$ cat config.mk
export PLATFORM = sky130hd
export DESIGN_NAME = lfm_chirp_sequencer
export DESIGN_NICKNAME = d
export VERILOG_FILES = /design/src/rtl/lfm_pkg.sv /design/src/rtl/lfm_profile_ram.sv /design/src/rtl/lfm_chirp_sequencer.sv
export SDC_FILE = /design/constraint.sdc
export NUM_CORES = 1
export LEC_CHECK = 0
export BUFFER_PORTS_ARGS = -buffer_cell sky130_fd_sc_hd__clkbuf_2
export CORE_ASPECT_RATIO = 0.75
export CORE_UTILIZATION = 45
export CTS_CLUSTER_SIZE = 30
export DETAILED_ROUTE_END_ITERATION = 12
export SKIP_CTS_REPAIR_TIMING = 1
export SLEW_MARGIN = 30
export SYNTH_ARGS = -nofsm -noshare
export SYNTH_HDL_FRONTEND = slang
export SYNTH_HIERARCHICAL = 1
export SYNTH_SLANG_ARGS = --single-unit
$ cat constraint.sdc
create_clock -name clk -period 32.5 [get_ports clk]
set_clock_uncertainty 0.2 [all_clocks]
set_input_delay 8.125 -clock clk [delete_from_list [all_inputs] [get_ports clk]]
set_output_delay 8.125 -clock clk [all_outputs]
set_load 0.03 [all_outputs]
$ cat src/rtl/lfm_pkg.sv
// Shared definitions for the LFM chirp sequencer.
//   - FREQ_W / LEN_W / GAP_W : field widths of one chirp profile
//   - profile_t              : one table entry {f_start, f_stop, chirp_len, gap}
//   - PROF_W                 : flattened width of profile_t (used on ports)
//   - state_t                : sequencer FSM encoding
package lfm_pkg;

    localparam int FREQ_W = 32;
    localparam int LEN_W  = 64;
    localparam int GAP_W  = 32;

    typedef struct packed {
        logic [FREQ_W-1:0] f_start;
        logic [FREQ_W-1:0] f_stop;
        logic [LEN_W-1:0]  chirp_len;
        logic [GAP_W-1:0]  gap;
    } profile_t;

    localparam int PROF_W = $bits(profile_t);

    typedef enum logic [2:0] {
        ST_IDLE      = 3'd0,
        ST_LOAD      = 3'd1,
        ST_START     = 3'd2,
        ST_WAIT_BUSY = 3'd3,
        ST_WAIT_DONE = 3'd4,
        ST_GAP       = 3'd5,
        ST_NEXT      = 3'd6
    } state_t;

endpackage

$ cat src/rtl/lfm_profile_ram.sv
// Chirp profile table: one write port, one asynchronous read port.
// Ports:
//   clk, rst  : clock, synchronous active-high reset (clears every entry)
//   i_we      : write i_wdata into entry i_waddr
//   i_waddr   : write index
//   i_wdata   : flattened profile_t to write
//   i_raddr   : read index
//   o_rdata   : flattened profile_t at i_raddr (combinational read)
module lfm_profile_ram
    import lfm_pkg::*;
#(
    parameter int PROF_BITS = 2
) (
    input  logic                 clk,
    input  logic                 rst,
    input  logic                 i_we,
    input  logic [PROF_BITS-1:0] i_waddr,
    input  logic [PROF_W-1:0]    i_wdata,
    input  logic [PROF_BITS-1:0] i_raddr,
    output logic [PROF_W-1:0]    o_rdata
);

    localparam int DEPTH = 1 << PROF_BITS;

    logic [PROF_W-1:0] r_mem [DEPTH];

    always_ff @(posedge clk) begin
        if (rst) begin
            for (int i = 0; i < DEPTH; i++) begin
                r_mem[i] <= '0;
            end
        end else if (i_we) begin
            r_mem[i_waddr] <= i_wdata;
        end
    end

    assign o_rdata = r_mem[i_raddr];

endmodule

$ cat src/rtl/lfm_chirp_sequencer.sv
// Profile-table sequencer in front of a dds_lfm core. Plays profiles
// 0..seq_last back-to-back for `loops` passes (0 = forever), one chirp per
// profile, with a per-profile idle gap after each chirp.
// Ports:
//   clk, rst                : clock, synchronous active-high reset
//   cfg_we/addr/f_start/f_stop/chirp_len/gap : profile table write (IDLE only)
//   cfg_err                 : one-cycle pulse, write rejected outside IDLE
//   seq_last, loops, run, abort : playback control
//   dds_rst_n, dds_start, dds_f_start, dds_f_stop, dds_chirp_len, dds_f_clk :
//                             drive to dds_lfm
//   dds_busy, dds_done      : status from dds_lfm
//   seq_busy, seq_done, cur_prof, pass_cnt, err : sequencer status
//   dbg_state               : current FSM state (state_t encoding)
//
// Handshake with dds_lfm: dds_start is a single-cycle request carrying the
// dds_* data registers, which stay stable until the next LOAD. The core
// acknowledges by raising dds_busy within BUSY_TMO cycles; completion is
// dds_done or the falling edge of dds_busy, whichever is seen first.
module lfm_chirp_sequencer
    import lfm_pkg::*;
#(
    parameter int          PROF_BITS = 2,
    parameter logic [31:0] F_CLK     = 32'd100_000_000,
    parameter int          BUSY_TMO  = 8
) (
    input  logic                 clk,
    input  logic                 rst,
    input  logic                 cfg_we,
    input  logic [PROF_BITS-1:0] cfg_addr,
    input  logic [31:0]          cfg_f_start,
    input  logic [31:0]          cfg_f_stop,
    input  logic [63:0]          cfg_chirp_len,
    input  logic [31:0]          cfg_gap,
    output logic                 cfg_err,
    input  logic [PROF_BITS-1:0] seq_last,
    input  logic [15:0]          loops,
    input  logic                 run,
    input  logic                 abort,
    output logic                 dds_rst_n,
    output logic                 dds_start,
    output logic [31:0]          dds_f_start,
    output logic [31:0]          dds_f_stop,
    output logic [63:0]          dds_chirp_len,
    output logic [31:0]          dds_f_clk,
    input  logic                 dds_busy,
    input  logic                 dds_done,
    output logic                 seq_busy,
    output logic                 seq_done,
    output logic [PROF_BITS-1:0] cur_prof,
    output logic [15:0]          pass_cnt,
    output logic                 err,
    output logic [2:0]           dbg_state
);

    localparam int TMO_W = $clog2(BUSY_TMO + 1);

    state_t               r_state;
    logic                 r_cfg_err;
    logic                 r_dds_rst_n;
    logic                 r_dds_start;
    logic [FREQ_W-1:0]    r_dds_f_start;
    logic [FREQ_W-1:0]    r_dds_f_stop;
    logic [LEN_W-1:0]     r_dds_chirp_len;
    logic [GAP_W-1:0]     r_gap_cnt;
    logic [TMO_W-1:0]     r_tmo_cnt;
    logic                 r_busy_q;
    logic                 r_seq_busy;
    logic                 r_seq_done;
    logic [PROF_BITS-1:0] r_cur_prof;
    logic [15:0]          r_pass_cnt;
    logic                 r_err;

    profile_t             w_wr_prof;
    logic [PROF_W-1:0]    w_rd_flat;
    profile_t             w_prof;
    logic                 w_cfg_wr;
    logic                 w_busy_fall;
    logic [15:0]          w_pass_nxt;

    assign w_wr_prof   = '{f_start: cfg_f_start, f_stop: cfg_f_stop,
                           chirp_len: cfg_chirp_len, gap: cfg_gap};
    assign w_prof      = profile_t'(w_rd_flat);
    assign w_cfg_wr    = cfg_we && (r_state == ST_IDLE);
    assign w_busy_fall = r_busy_q && !dds_busy;
    assign w_pass_nxt  = r_pass_cnt + 16'd1;

    lfm_profile_ram #(
        .PROF_BITS (PROF_BITS)
    ) u_ram (
        .clk     (clk),
        .rst     (rst),
        .i_we    (w_cfg_wr),
        .i_waddr (cfg_addr),
        .i_wdata (w_wr_prof),
        .i_raddr (r_cur_prof),
        .o_rdata (w_rd_flat)
    );

    always_ff @(posedge clk) begin
        if (rst) begin
            r_state         <= ST_IDLE;
            r_cfg_err       <= 1'b0;
            r_dds_rst_n     <= 1'b0;
            r_dds_start     <= 1'b0;
            r_dds_f_start   <= '0;
            r_dds_f_stop    <= '0;
            r_dds_chirp_len <= '0;
            r_gap_cnt       <= '0;
            r_tmo_cnt       <= '0;
            r_busy_q        <= 1'b0;
            r_seq_busy      <= 1'b0;
            r_seq_done      <= 1'b0;
            r_cur_prof      <= '0;
            r_pass_cnt      <= '0;
            r_err           <= 1'b0;
        end else begin
            // Single-cycle pulses default low; dds_rst_n defaults released.
            r_dds_start <= 1'b0;
            r_seq_done  <= 1'b0;
            r_dds_rst_n <= 1'b1;
            r_busy_q    <= dds_busy;
            r_cfg_err   <= cfg_we && (r_state != ST_IDLE);

            if (abort && (r_state != ST_IDLE)) begin
                // Abort wins over every transition; the DDS core is reset
                // for one cycle so it drops whatever chirp is in flight.
                r_dds_rst_n <= 1'b0;
                r_seq_busy  <= 1'b0;
                r_state     <= ST_IDLE;
            end else begin
                case (r_state)
                    ST_IDLE: begin
                        if (run) begin
                            r_cur_prof <= '0;
                            r_pass_cnt <= '0;
                            r_err      <= 1'b0;
                            r_seq_busy <= 1'b1;
                            r_state    <= ST_LOAD;
                        end
                    end
                    ST_LOAD: begin
                        r_dds_f_start   <= w_prof.f_start;
                        r_dds_f_stop    <= w_prof.f_stop;
                        r_dds_chirp_len <= w_prof.chirp_len;
                        r_gap_cnt       <= w_prof.gap;
                        r_state         <= ST_START;
                    end
                    ST_START: begin
                        r_dds_start <= 1'b1;
                        r_tmo_cnt   <= '0;
                        r_state     <= ST_WAIT_BUSY;
                    end
                    ST_WAIT_BUSY: begin
                        // Counter holds k-1 on the k-th edge after dds_start,
                        // so err rises exactly BUSY_TMO cycles after the pulse.
                        if (dds_busy) begin
                            r_state <= ST_WAIT_DONE;
                        end else if (r_tmo_cnt == TMO_W'(BUSY_TMO - 1)) begin
                            r_err      <= 1'b1;
                            r_seq_busy <= 1'b0;
                            r_state    <= ST_IDLE;
                        end else begin
                            r_tmo_cnt <= r_tmo_cnt + 1'b1;
                        end
                    end
                    ST_WAIT_DONE: begin
                        // A zero gap bypasses GAP entirely to keep the
                        // done-to-next-start latency at 3 cycles.
                        if (dds_done || w_busy_fall) begin
                            r_state <= (r_gap_cnt == '0) ? ST_NEXT : ST_GAP;
                        end
                    end
                    ST_GAP: begin
                        // Entered with G loaded: G decrements plus one exit
                        // edge, i.e. G+1 cycles spent here.
                        if (r_gap_cnt == '0) begin
                            r_state <= ST_NEXT;
                        end else begin
                            r_gap_cnt <= r_gap_cnt - 1'b1;
                        end
                    end
                    ST_NEXT: begin
                        if (r_cur_prof != seq_last) begin
                            r_cur_prof <= r_cur_prof + 1'b1;
                            r_state    <= ST_LOAD;
                        end else begin
                            r_pass_cnt <= w_pass_nxt;
                            if ((loops != 16'd0) && (w_pass_nxt == loops)) begin
                                r_seq_done <= 1'b1;
                                r_seq_busy <= 1'b0;
                                r_state    <= ST_IDLE;
                            end else begin
                                r_cur_prof <= '0;
                                r_state    <= ST_LOAD;
                            end
                        end
                    end
                    default: begin
                        r_seq_busy <= 1'b0;
                        r_state    <= ST_IDLE;
                    end
                endcase
            end
        end
    end

    assign cfg_err       = r_cfg_err;
    assign dds_rst_n     = r_dds_rst_n;
    assign dds_start     = r_dds_start;
    assign dds_f_start   = r_dds_f_start;
    assign dds_f_stop    = r_dds_f_stop;
    assign dds_chirp_len = r_dds_chirp_len;
    assign dds_f_clk     = F_CLK;
    assign seq_busy      = r_seq_busy;
    assign seq_done      = r_seq_done;
    assign cur_prof      = r_cur_prof;
    assign pass_cnt      = r_pass_cnt;
    assign err           = r_err;
    assign dbg_state     = r_state;

endmodule
==> impl_metrics.csv, run 1 <==
group,metric,value,unit
setup_path,endpoint_kind,"flip-flop",
cts,clock_path_buffers,3,
place,place_hpwl,52700,um
power,ir_drop,0.0373,mV
finish,stdcell_area,41700,um2
place,dpl_cell_area,38800,um2
yosys,netlist_area,36300,um2
yosys,synth_area_leaders,"edfxtp_1 (53%), and2_1 (11%), dfxtp_1 (11%), mux4_2 (9.9%), nand2_1 (3.4%)",
sta,slew_violations,0,
sta,rsz0062_at_grt,"false",
detailed_routing,drtPass1Iterations,6,
die,rows,89,
place,io_buffers,341,
sta,layout_min_cycle_time,10370,ps
cts,cts.sinks,832,
yosys,synth_ff_type,"edfxtp_1",
finish,drive_above_1_share,22.9,%
sta,finalCritPeriodShare,31.9,%
power,p_leak,15.3,nW
die,die_w,330,um
run,maxCapViolations,0,
yosys,synth.avg_cell_area,13.4,um2
global_route,grt_max_degree,161,
die,fp.dieH,248,um
global_route,grt_pass1_wl,138000,um
yosys,synth_edf_count,640,
detailed_routing,routed_via_density,5.41,
detailed_routing,route.detailed.drc,0,
setup_path,critPathRequiredTime,32550,ps
detailed_routing,dr.first_iter.drc_count,1645,
yosys,synth_warnings,6,
detailed_routing,routedWlPerCell,22.3,um
yosys,yosys.cell_types.count,71,
setup_path,cp_max_fo,86,
detailed_routing,num_vias,22241,
sta,slew_headroom,32.8,%
sta,max_freq,96.4,MHz
sta,hold_ws,254,ps
yosys,yosysMostFrequentCell,"and2_1",
setup_path,path_class,"in2reg",
die,coreArea,79200,um2
yosys,async_flop_share,0,%
global_route,grt_overflow,0,
yosys,synth.top_cell.area_share,53.0,%
cts,cts-root-buf,"clkbuf_16",
sta,setup_tns,0,ps
yosys,yosysSeqAreaShare,63.6,%
yosys,synth-seq-cells,832,
cts,clkTransAtPathRegs,60,ps
detailed_routing,ant_nets,0,
cts,tritoncts,"yes",
cts,htreeDepth,3,
status,status,"finished clean",
die,fp.dieArea,81800,um2
sta,setup_violations,0,
cts,worstSkewPairLatency,640,ps
cts,numCtsBuffers,85,
finish,nNetsFinal,3174,
setup_path,worstSetupStartpointType,"input pin",
place,gp_congestion,0.892,
power,powerDensity,62.9,nW/um2
global_route,grt_pass1_vias,22506,
detailed_routing,wl,91600,um
yosys,synth_top_area_cell,"edfxtp_1",
global_route,antenna_found_initial,24,
yosys,syn_inst,2713,
sta,finalHoldViolCount,0,
sta,tightest_slew,1010,ps
power,power,2.62,mW
setup_path,critPathArrivalTime,10420,ps
finish,area_growth,14.8,%
global_route,grt.total_usage,22.4,%
die,io_pins,374,
yosys,synth_commonest_cells,"and2_1 (643), edfxtp_1 (640), nand2_1 (324)",
worst_hold_path,hold_path_class,"reg2reg",
die,initial_utilization,45.8,%
[registers in the layout, indices dropped and copies added (netlist names), 2 cells and up]
name,flops
pass_cnt,16
dds_f_start,32
dds_f_stop,32
dds_chirp_len,64
r_gap_cnt,32
dbg_state,3
r_tmo_cnt,4
u_ram/r_mem,640
cur_prof,2
[worst paths after layout]
| check | start | endpoint | slack [ps] | cells after the start |
|---|---|---|---|---|
| setup / recovery | rst | u_ram/r_mem[1][60] | 22130 | 3 |
| hold / removal | dds_f_start[3] | dds_f_start[3] | 250 | 2 |
| setup reg to reg | dbg_state[2] | u_ram/r_mem[1][144] | 28460 | 6 |
| hold reg to reg | dds_f_start[3] | dds_f_start[3] | 250 | 2 |
[where the power goes]
part           internal (mW)  switching, mW
Sequential              1.25         0.0345
Clock                  0.589          0.412
Combinational          0.106          0.228
[layout make-up]
cell class	instances	area, um2
sequential	832	23100
timing repair buffer	373	2130
inverter	11	41.3
clock inverter	39	463
clock buffer	117	2390
antenna	10	25.0
tap	1046	1310
multi-input combinational	1680	12200
fill	6725	37500
[metal layers]
layer	vias up	track usage (%)	wire, um
met5	-	0	153
met4	26	6.25	2160
met3	148	5.55	6830
li1	10280	-	-
met1	11177	30.3	39600
met2	610	36.0	42900
[logic make-up (layout without fill, tap and decap cells)]
family                   count (synthesis)  in the layout  share of synthesized area [%]
AND/OR/NAND/NOR                       1158           1158                           17.6
flip-flops                             832            832                           63.6
AO/OA/AOI/OAI                          298            298                           4.80
buffers and inverters                  231            540                           3.27
multiplexers                           160            160                           9.93
XOR/XNOR                                28             28                          0.676
adder cells (fa/ha/maj)                  4              4                          0.138
other                                    2             42                         0.0207
[per-stage QoR]
step	worst slack [ps]	instances	utilization (%)
after floorplan	15830	2743	-
after global placement	21240	3936	48.7
after detailed placement	21260	3942	49.0
after CTS	21940	4098	52.6
after global routing	21990	4103	52.6
final	22130	4108	52.6
[worst max-delay path: stages]
cell	delay (ps)
buf_6	560
a31o_4	720
buf_4	820
[placed cells by master, fill, tap and decap left out, drive strengths merged, types with 24 or more instances in the layout]
master | Yosys | routed
a21oi | 172 | 172
and2 | 644 | 644
buf | 77 | 33
clkbuf | 143 | 457
conb | 2 | 32
dfxtp | 192 | 192
edfxtp | 640 | 640
mux4 | 160 | 160
nand2 | 324 | 324
nand3 | 24 | 24
nor2 | 59 | 59
o21ai | 50 | 50
Note: power is estimated with default switching activity, not from simulation.
==> run 2: changes to the inputs <==
--- a/config.mk
+++ b/config.mk
@@ -10,6 +10,7 @@
 export CORE_UTILIZATION = 45
 export CTS_CLUSTER_SIZE = 30
 export DETAILED_ROUTE_END_ITERATION = 12
+export PLACE_DENSITY = 0.66
 export SKIP_CTS_REPAIR_TIMING = 1
 export SLEW_MARGIN = 30
 export SYNTH_ARGS = -nofsm -noshare
==> constraint.sdc (replaced) <==
create_clock -name clk -period 9.25 [get_ports clk]
set_clock_uncertainty 0.2 [all_clocks]
set_input_delay 2.3125 -clock clk [delete_from_list [all_inputs] [get_ports clk]]
set_output_delay 2.3125 -clock clk [all_outputs]
set_load 0.03 [all_outputs]
==> impl_metrics.csv, run 2 (same netlist as run 1, synthesis figures left out) <==
group,metric,value,unit
status,status,"finished clean",
detailed_routing,drtPass1Iterations,5,
sta,slew_headroom,33.6,%
detailed_routing,num_vias,22523,
global_route,grt_pass1_vias,22946,
global_route,grt_util_met1,29.7,%
die,coreArea,79200,um2
run,maxCapViolations,0,
place,io_buffers,341,
finish,regMostFlops,"u_ram/r_mem",
setup_path,path_class,"in2reg",
finish,nNetsFinal,3171,
sta,slew_violations,0,
detailed_routing,ant_nets,0,
worst_hold_path,holdPathEnd,"dds_chirp_len[22]",
setup_path,crit_slowest_cell,"buf_4",
die,initial_utilization,45.8,%
finish,layout_commonest_cell,"and2_1",
power,p_leak,15.3,nW
global_route,gr-usage-met2,35.3,%
die,die_w,330,um
detailed_routing,wl,90400,um
sta,finalHoldViolCount,0,
worst_hold_path,hold_path_class,"reg2reg",
setup_path,worstSetupStartpointType,"input pin",
setup_path,rrSetupSlack,5000,ps
global_route,use_met3,5.94,%
global_route,grt_overflow,0,
sta,layout_min_cycle_time,4890,ps
finish,area_growth,14.6,%
setup_path,slowest_delay,790,ps
sta,rsz0062_at_grt,"false",
die,fp.dieArea,81800,um2
detailed_routing,routedWlPerCell,22.0,um
sta,max_freq,204,MHz
setup_path,timing.rr.end,"u_ram/r_mem[0][126]",
finish,stdcell_count,4108,
finish,stdcell_area,41600,um2
setup_path,path_common_cell,"buf_4",
finish,largest_register_ffs,640,
die,fp.dieH,248,um
power,ir_drop,0.118,mV
place,gp_congestion,0.848,
setup_path,rr_startpoint,"dbg_state[2]",
setup_path,cp_max_fo,58,
worst_hold_path,worstHoldPathCells,2,
sta,setup_violations,0,
place,dpl_cell_area,38700,um2
setup_path,critPathArrivalTime,4970,ps
setup_path,critPathRequiredTime,9320,ps
cts,numCtsBuffers,83,
setup_path,endpoint_kind,"flip-flop",
detailed_routing,route.detailed.drc,0,
die,io_pins,374,
sta,setup_tns,0,ps
cts,tritoncts,"yes",
global_route,antenna_found_initial,29,
place,place_hpwl,52900,um
global_route,grt_pass1_wl,136000,um
cts,cts-root-buf,"clkbuf_16",
cts,htreeDepth,3,
power,powerDensity,220,nW/um2
die,rows,89,
cts,clock_path_buffers,3,
sta,tightest_slew,995,ps
sta,fin_ws,4360,ps
setup_path,r2r_cells,6,
global_route,grt.total_usage,22.0,%
global_route,grt_max_degree,125,
detailed_routing,dr.first_iter.drc_count,1797,
cts,worstSkewPairLatency,650,ps
cts,cts.sinks,832,
finish,layout.filler_cells,6685,
worst_hold_path,min_from,"dds_chirp_len[22]",
place,placed_cells,3940,
power,power,9.15,mW
finish,final_cell_mix,"and2_1 (643), edfxtp_1 (640), clkbuf_2 (340), nand2_1 (323), dfxtp_1 (190)",
global_route,busiest_layer,"met2",
setup_path,crit_path_cell_trace,"clkbuf_2, and2_1, nand2b_1, o21bai_4, buf_4, buf_4",
cts,clkTransAtPathRegs,60,ps
detailed_routing,routed_via_density,5.48,
sta,finalCritPeriodShare,52.9,%
place,pre_cts_ws,3670,ps
finish,drive_above_1_share,22.7,%
-- run 2: changes by cell type in the layout (fill, tap and decap cells not counted), sizes merged --
cell	before	now
buf	33	32
clkinvlp	6	3
clkinv	22	29
inv	13	14
clkbuf	457	452
diode	10	11
-- run 2: worst max-delay path by stage --
| stage | start | endpoint | slack (ps) |
|---|---|---|---|
| CTS | cfg_we | u_ram/r_mem[0][61] | 4340 |
| global placement | cfg_we | u_ram/r_mem[0][125] | 3700 |
| global route | cfg_we | u_ram/r_mem[2][120] | 4220 |
| finish | cfg_we | u_ram/r_mem[0][126] | 4360 |
| detailed placement | cfg_we | u_ram/r_mem[0][125] | 3670 |
| floorplan | cfg_we | u_ram/r_mem[0][0] | -1610 |
-- run 2: worst max-delay path: cells and delay by family --
family / cells / cell delay (ps)
AO/OA/AOI/OAI: 1 / 540
buffers and inverters: 3 / 1480
AND/OR/NAND/NOR: 2 / 550
-- run 2: power breakdown --
group | switching, mW | total (mW) | leakage (nW) | internal [mW]
clock | 1.45 | 3.47 | 1.38 | 2.01
sequential | 0.121 | 4.51 | 8.23 | 4.39
combinational | 0.799 | 1.17 | 5.65 | 0.367
-- run 2: per-stage QoR --
step / util (%) / hold slack, ps
2_1_floorplan: - / 258
3_3_place_gp: 48.7 / 244
3_5_place_dp: 48.9 / 248
4_1_cts: 52.4 / 256
5_1_grt: 52.5 / 273
6_report: 52.5 / 255
-- run 2: final cells by class --
class / instances / area (um2) / share of cell area (%)
Antenna cell: 11 / 27.5 / 0.0662
Clock buffer: 112 / 2300 / 5.52
Clock inverter: 44 / 524 / 1.26
Inverter: 11 / 41.3 / 0.0993
Multi-Input combinational cell: 1680 / 12200 / 29.4
Sequential cell: 832 / 23100 / 55.5
Tap cell: 1046 / 1310 / 3.15
Timing Repair Buffer: 372 / 2090 / 5.02
-- run 2: layer usage --
layer / routed length, um / up-vias / share of wire (%)
met5: 202 / - / 0.22
met4: 1770 / 32 / 2.0
met3: 6920 / 150 / 7.7
met2: 42400 / 724 / 47
met1: 39100 / 11358 / 43
li1: - / 10259 / -
==> run 3: changes to the inputs <==
==> constraint.sdc (replaced) <==
create_clock -name clk -period 4.4 [get_ports clk]
set_clock_uncertainty 0.2 [all_clocks]
set_input_delay 1.1 -clock clk [delete_from_list [all_inputs] [get_ports clk]]
set_output_delay 1.1 -clock clk [all_outputs]
set_load 0.03 [all_outputs]
==> impl_metrics.csv, run 3 (same netlist as run 1, synthesis figures left out) <==
group,metric,value,unit
power,powerDensity,457,nW/um2
run,maxCapViolations,0,
global_route,grt.total_usage,22.0,%
detailed_routing,routedWlPerCell,22.0,um
cts,cts.sinks,832,
place,pre_cts_ws,1150,ps
cts,numCtsBuffers,83,
finish,largest_register_ffs,640,
global_route,grt_overflow,0,
detailed_routing,dr.first_iter.drc_count,1876,
sta,finalCritPeriodShare,78.2,%
detailed_routing,drtPass1Iterations,5,
global_route,grt_max_degree,146,
finish,layout_commonest_cell,"and2_1",
setup_path,critPathArrivalTime,2140,ps
die,io_pins,374,
sta,setup_tns,0,ps
die,coreArea,79200,um2
place,place_hpwl,49800,um
status,status,"finished clean",
sta,slew_violations,0,
setup_path,critPathRequiredTime,3100,ps
global_route,use_met3,4.15,%
sta,fin_ws,957,ps
sta,layout_min_cycle_time,3440,ps
global_route,antenna_found_initial,16,
place,placed_cells,3950,
sta,setup_violations,0,
sta,rsz0062_at_grt,"false",
finish,nNetsFinal,3180,
sta,finalHoldViolCount,0,
die,fp.dieArea,81800,um2
power,power,19.0,mW
die,fp.dieH,248,um
finish,area_growth,14.7,%
worst_hold_path,hold_path_class,"reg2reg",
sta,max_freq,290,MHz
power,p_leak,15.3,nW
global_route,busiest_layer,"met2",
finish,drive_above_1_share,22.9,%
detailed_routing,ant_nets,0,
setup_path,cp_max_fo,83,
sta,slew_headroom,29.2,%
cts,htreeDepth,3,
detailed_routing,routed_via_density,5.49,
global_route,grt_util_met1,30.3,%
detailed_routing,route.detailed.drc,0,
detailed_routing,num_vias,22559,
finish,regMostFlops,"u_ram/r_mem",
place,gp_congestion,0.861,
cts,cts-root-buf,"clkbuf_16",
setup_path,path_class,"reg2out",
setup_path,endpoint_kind,"output port",
power,ir_drop,0.345,mV
cts,tritoncts,"yes",
sta,hold_ws,253,ps
finish,final_cell_mix,"and2_1 (642), edfxtp_1 (640), clkbuf_2 (340), nand2_1 (323), dfxtp_1 (190)",
die,rows,89,
finish,stdcell_count,4112,
global_route,grt_pass1_vias,22907,
place,io_buffers,341,
place,dpl_cell_area,38900,um2
die,initial_utilization,45.8,%
global_route,gr-usage-met2,36.0,%
sta,tightest_slew,1060,ps
cts,clkTransAtPathRegs,70,ps
finish,fin_util,52.6,%
setup_path,worstSetupStartpointType,"flip-flop",
detailed_routing,wl,90600,um
cts,worstSkewPairLatency,640,ps
global_route,grt_pass1_wl,136000,um
die,die_w,330,um
cts,clock_path_buffers,3,
finish,stdcell_area,41600,um2
## run 3: worst paths after layout
path,end,start,slack [ps],depth (start not counted)
worst min register to register,dds_chirp_len[0],dds_chirp_len[0],250,2
worst max register to register,u_ram/r_mem[2][143],dbg_state[2],1280,5
worst max-delay path,cur_prof[1],cur_prof[1],960,2
worst min-delay path,dds_chirp_len[0],dds_chirp_len[0],250,2
## run 3: final cells by class
class                           instances  area [um2]
Timing Repair Buffer                  381        2260
Sequential cell                       832       23100
Tap cell                             1046        1310
Fill cell                            6587       37500
Clock inverter                         34         348
Multi-Input combinational cell       1680       12200
Inverter                               11        41.3
Antenna cell                            7        17.5
Clock buffer                          121        2340
## run 3: report_power, final
part | switching (mW) | total [mW] | internal (mW)
sequential | 0.255 | 9.48 | 9.23
clock | 2.99 | 7.05 | 4.06
combinational | 1.69 | 2.51 | 0.817
total | 4.94 | 19.0 | 14.1
## run 3: critical path: stages (launching register included)
cell,delay [ps]
dfxtp_4,650
buf_12,520
clkbuf_2,320
## run 3: layer usage
metal / part of all wire, % / vias to the layer above / wire, um
met3: 6.7 / 123 / 6060
met4: 1.8 / 18 / 1620
met5: 0.12 / - / 108
met2: 48 / 723 / 43600
li1: - / 10263 / -
met1: 43 / 11432 / 39300
